**config.mk**
```make
export PLATFORM = sky130hd
export DESIGN_NAME = pipe_stage_reg
export DESIGN_NICKNAME = d
export VERILOG_FILES = /design/src/rtl/pipe_stage_reg.sv
export SDC_FILE = /design/constraint.sdc
export NUM_CORES = 1
export LEC_CHECK = 0
export ABC_CLOCK_PERIOD_IN_PS = 2500
export CORE_ASPECT_RATIO = 1.5
export CORE_UTILIZATION = 53
export CTS_BUF_LIST = sky130_fd_sc_hd__clkbuf_8
export CTS_CLUSTER_SIZE = 20
export DETAILED_ROUTE_END_ITERATION = 10
export DONT_BUFFER_PORTS = 1
export PLACE_DENSITY = 0.71
export SKIP_LAST_GASP = 1
export SYNTH_ARGS = -nofsm -noshare
export SYNTH_HDL_FRONTEND = slang
export SYNTH_SLANG_ARGS = --single-unit
```
**constraint.sdc**
```tcl
create_clock -name clk -period 2.5 [get_ports clk]
set_clock_uncertainty 0.05 [all_clocks]
set_input_delay 0.375 -clock clk [delete_from_list [all_inputs] [get_ports clk]]
set_output_delay 0.375 -clock clk [all_outputs]
set_load 0.02 [all_outputs]
```
**src/rtl/pipe_stage_reg.sv**
```systemverilog
// Elastic pipeline-stage register: valid/ready handshake, 2-entry skid buffer, flush to NOP bubbles.
// Optional statistics counters (stall_cnt, xfer_cnt) enabled by defining PIPE_STATS_EN.
module pipe_stage_reg #(
   parameter int DATA_W = 32,
   parameter int CTRL_W = 10,
   parameter int CNT_W  = 16
) (
   input  logic              clk,
   input  logic              rst,
   input  logic              flush,
   input  logic              in_valid,
   output logic              in_ready,
   input  logic [DATA_W-1:0] in_data,
   input  logic [CTRL_W-1:0] in_ctrl,
   output logic              out_valid,
   input  logic              out_ready,
   output logic [DATA_W-1:0] out_data,
   output logic [CTRL_W-1:0] out_ctrl
`ifdef PIPE_STATS_EN
   ,
   output logic [CNT_W-1:0]  stall_cnt,
   output logic [CNT_W-1:0]  xfer_cnt
`endif
);

   if (CNT_W < 1) begin : g_bad_cnt_w
      $error("pipe_stage_reg: CNT_W must be at least 1");
   end

   typedef enum logic [1:0] {
      S_EMPTY = 2'd0,
      S_ONE   = 2'd1,
      S_FULL  = 2'd2
   } state_t;

   state_t            r_state;
   state_t            w_state_nxt;
   logic [DATA_W-1:0] r_main_data;
   logic [CTRL_W-1:0] r_main_ctrl;
   logic [DATA_W-1:0] r_skid_data;
   logic [CTRL_W-1:0] r_skid_ctrl;
   logic              w_in_fire;
   logic              w_out_fire;

   assign w_in_fire  = in_valid  & in_ready;
   assign w_out_fire = out_valid & out_ready;

   always_ff @(posedge clk) begin
      if (rst) r_state <= S_EMPTY;
      else     r_state <= w_state_nxt;
   end

   always_comb begin
      w_state_nxt = r_state;
      if (flush) begin
         w_state_nxt = S_EMPTY;
      end else begin
         unique case (r_state)
            S_EMPTY: if (w_in_fire) w_state_nxt = S_ONE;
            S_ONE: begin
               if (w_in_fire && !w_out_fire)      w_state_nxt = S_FULL;
               else if (!w_in_fire && w_out_fire) w_state_nxt = S_EMPTY;
            end
            S_FULL:  if (w_out_fire) w_state_nxt = S_ONE;
            default: w_state_nxt = S_EMPTY;
         endcase
      end
   end

   // Handshake flags depend only on the state register, so out_ready never reaches in_ready.
   always_comb begin
      in_ready  = (r_state != S_FULL);
      out_valid = (r_state != S_EMPTY);
      out_data  = r_main_data;
      out_ctrl  = r_main_ctrl;
   end

   // main_ctrl is zeroed every time the stage drains so an empty stage presents a NOP.
   always_ff @(posedge clk) begin
      if (rst) begin
         r_main_data <= '0;
         r_main_ctrl <= '0;
         r_skid_data <= '0;
         r_skid_ctrl <= '0;
      end else if (flush) begin
         r_main_ctrl <= '0;
         r_skid_ctrl <= '0;
      end else begin
         unique case (r_state)
            S_EMPTY: begin
               if (w_in_fire) begin
                  r_main_data <= in_data;
                  r_main_ctrl <= in_ctrl;
               end
            end
            S_ONE: begin
               if (w_in_fire && w_out_fire) begin
                  r_main_data <= in_data;
                  r_main_ctrl <= in_ctrl;
               end else if (w_in_fire) begin
                  r_skid_data <= in_data;
                  r_skid_ctrl <= in_ctrl;
               end else if (w_out_fire) begin
                  r_main_ctrl <= '0;
               end
            end
            S_FULL: begin
               if (w_out_fire) begin
                  r_main_data <= r_skid_data;
                  r_main_ctrl <= r_skid_ctrl;
               end
            end
            default: r_main_ctrl <= '0;
         endcase
      end
   end

`ifdef PIPE_STATS_EN
   logic [CNT_W-1:0] r_stall_cnt;
   logic [CNT_W-1:0] r_xfer_cnt;

   // Saturating counters; flush deliberately leaves them alone.
   always_ff @(posedge clk) begin
      if (rst) begin
         r_stall_cnt <= '0;
         r_xfer_cnt  <= '0;
      end else begin
         if (out_valid && !out_ready && (r_stall_cnt != '1))
            r_stall_cnt <= r_stall_cnt + CNT_W'(1);
         if (w_out_fire && (r_xfer_cnt != '1))
            r_xfer_cnt <= r_xfer_cnt + CNT_W'(1);
      end
   end

   assign stall_cnt = r_stall_cnt;
   assign xfer_cnt  = r_xfer_cnt;
`endif

endmodule
```
==> Flow_metrics.wiki <==
{| class="wikitable"
! Metric !! Value
|-
| Biggest area consumer among synthesized cells || sky130_fd_sc_hd__dfxtp_1
|-
| Vias per Instance || 6.32
|-
| Clock tree from TritonCTS || done
|-
| Max VDD drop || 0.365 mV
|-
| Clock buffers created by TritonCTS || 9
|-
| Routed len/inst || 18.8 um
|-
| Initial antenna violation count || 0
|-
| Register-to-Register Setup Slack || 270 ps
|-
| Share of the clock period used by the worst path || 89.3%
|-
| Setup repair after global routing missed its margin || no
|-
| Hold/Removal Path Class || input port to flop
|-
| Final Instance Area || 4190 um^2
|-
| Cts hold-fix bufs || 0
|-
| Slew Viols, Final || 0
|-
| CTS Sinks || 86
|-
| Sequential-to-total area share from yosys stat || ~44%
|-
| Via count of the first global-routing pass || 2953
|-
| Status || complete, no violations
|-
| Worst path top cell family by delay || compound AO/OA/AOI/OAI gates
|-
| Final core area utilization || 60.0%
|-
| Commonest non-fill, non-tap cells in the layout || sky130_fd_sc_hd__dfxtp_1 (86), sky130_fd_sc_hd__a211oi_1 (72), sky130_fd_sc_hd__mux2i_1 (42)
|-
| Final ANT Viol Nets || 0
|-
| Pin count of the biggest net entering global routing || 68
|-
| Synthesis-to-layout area growth || 7.71%
|-
| Number of antenna diodes || 0
|-
| Clock slew at the register clock pins of the worst setup and hold paths || 90 ps
|-
| Synth Net Count || 456
|-
| Number of enable-type register cells in the synthesized netlist || 0
|-
| Final Critical Period || 2230 ps
|-
| Arrival @ worst endpoint || 2440 ps
|-
| Clock insertion delay at the later pin of the skew report || 360 ps
|-
| Worst R2R Path Depth || 8
|-
| Postcts setup bufs || 0
|-
| Area share of the largest cell type after synthesis || 44.2%
|-
| Type of the worst setup path || flop to flop
|-
| Pwr Density || 668 nW/um^2
|-
| Max H-tree Level || 3
|-
| Endpoints failing setup || 0
|-
| Worst Path Max Fanout || 32
|-
| HPWL Detailed || 6.14 mm
|-
| Number of buffers inserted by port buffering || 0
|-
| Area of the die || 7700 um^2
|-
| Die Ht || around 110 um
|-
| Number of detailed-routing iterations run before antenna repair || 5
|-
| Max-capacitance violation count || 0
|-
| Count of unique library cells instantiated by Yosys || 35
|-
| Relative slew slack || 58.5%
|-
| Routability congestion estimate || 0.769
|-
| Worst Max-Slew Pin Slew || 622 ps
|-
| Initial drt markers || 158
|-
| Crit. End Element || flop
|-
| Critical path data required time || 2710 ps
|-
| Synth Instances || between 400 and 500
|-
| DRT Wirelength || 9.24 mm
|-
| Number of flip-flops and latches in the synthesized netlist || 86
|-
| Final net count || 438
|-
| Initial Util || 55.7%
|-
| Most frequent standard cell in the layout excluding fill and tap cells || sky130_fd_sc_hd__dfxtp_1
|-
| Endpoints failing hold || 0
|-
| Top cells by area in the synthesized netlist || sky130_fd_sc_hd__dfxtp_1 (44%), sky130_fd_sc_hd__a211oi_1 (14%), sky130_fd_sc_hd__mux2i_1 (11%)
|-
| Worst path cell trace || nor2b_1, inv_2, and2_1, ha_1, mux2_2, a21o_1, buf_4, a211oi_1
|-
| Placed cell area || 3980 um^2
|-
| Number of warning messages in the yosys log || 0
|-
| Highest achievable clock rate || between 400 and 500 MHz
|-
| WHS Path Cells || 1
|-
| Share of post-route cells with drive strength above 1 || 10.9%
|-
| Critical-path top delay cell || sky130_fd_sc_hd__dfxtp_1
|-
| Top Ports || 91
|-
| Most used flip-flop cell after synthesis || sky130_fd_sc_hd__dfxtp_1
|-
| Share of synthesized flip-flops with an asynchronous set or reset || 0%
|-
| Crit path depth || 8
|-
| Buffers plus inverters on the worst setup path || 2
|-
| Grt ovf || 0
|-
| Total power consumption of the routed design || 2.80 mW
|-
| Count of instances resized after the clock tree is built || 0
|-
| Launching element type of the critical path || flop
|-
| Leak Pwr || approximately 1.6 nW
|-
| Post-synthesis average cell area || 9.57 um^2
|-
| Die Width || around 72 um
|-
| Number of remaining DRC errors || 0
|-
| GRT Total Usage || 25.0%
|-
| Root Driver || sky130_fd_sc_hd__clkbuf_8
|-
| Post-Syn Area || 3890 um^2
|-
| Sum Neg Setup Slack || 0 ps
|-
| Routed vias || 3104
|-
| Clock Tree Buf Depth || 2
|-
| Longest individual stage delay on the worst path || ~340 ps
|-
| Core Area || 6990 um^2
|-
| Row cnt || 37
|-
| First-pass GRT wire length || 14.9 mm
|}
==> synth_stat cells (3+ instances only) <==
cell type / count
sky130_fd_sc_hd__nor4_1: 10
sky130_fd_sc_hd__dfxtp_1: 86
sky130_fd_sc_hd__mux2i_1: 42
sky130_fd_sc_hd__buf_2: 14
sky130_fd_sc_hd__a211oi_1: 72
sky130_fd_sc_hd__clkbuf_1: 28
sky130_fd_sc_hd__nor2_1: 11
sky130_fd_sc_hd__a32oi_1: 10
sky130_fd_sc_hd__o21ai_1: 5
sky130_fd_sc_hd__inv_1: 3
sky130_fd_sc_hd__o21ai_0: 28
sky130_fd_sc_hd__nand3b_1: 33
sky130_fd_sc_hd__nor2b_1: 3
sky130_fd_sc_hd__buf_4: 3
sky130_fd_sc_hd__a21oi_1: 33
==> flip-flops by register name, indices dropped and copies added, names as in the netlist <==
register,count
out_data,32
out_ctrl,10
r_skid_data,32
r_skid_ctrl,10
r_state,2
==> through the flow <==
step	worst slack, ps	std cells	hold WS [ps]
after floorplan	136	407	403
after global placement	396	475	402
after detailed placement	290	475	405
after CTS	268	491	10.2
after global routing	165	491	11.6
final	268	491	33.4
==> area by class of cell <==
cell class                      instances  area, um^2
Inverter                                4        15.0
Fill cell                             604        2800
Multi-Input combinational cell        268        1960
Tap cell                               97         121
Sequential cell                        86        1720
Timing Repair Buffer                   20         163
Clock buffer                            9         124
Clock inverter                          7        90.1
==> path summary, 6_finish.rpt <==
kind,startpoint,to
max,r_state[1],out_data[30]
min,rst,out_data[6]
max reg2reg,r_state[1],out_data[30]
min reg2reg,r_skid_data[28],r_skid_data[28]
==> power breakdown <==
group / switching [mW] / internal, mW / leakage (nW)
Combinational: 0.122 / 0.106 / 0.831
Clock: 0.500 / 0.557 / 0.110
Sequential: 0.0933 / 1.42 / 0.701
Total: 0.716 / 2.09 / 1.64
==> layer usage <==
metal	track usage [%]	vias up	routed length, um
met1	28.4	1477	3710
met4	12.0	0	240
met2	42.1	94	4680
met5	0	-	0
met3	7.80	22	608
li1	-	1511	-
==> cells by family (layout without fill, tap and decap cells) <==
family / after synthesis / after routing / synth area share [%]
DFF: 86 / 86 / 44.2
AOI/OAI and AO/OA: 153 / 153 / 25.9
and+or+nand+nor: 70 / 70 / 12.0
adders and majority gates: 2 / 2 / 0.643
buffers and inverters: 53 / 40 / 6.23
muxes: 43 / 43 / 11.1
Note: power is estimated with default switching activity, not from simulation.
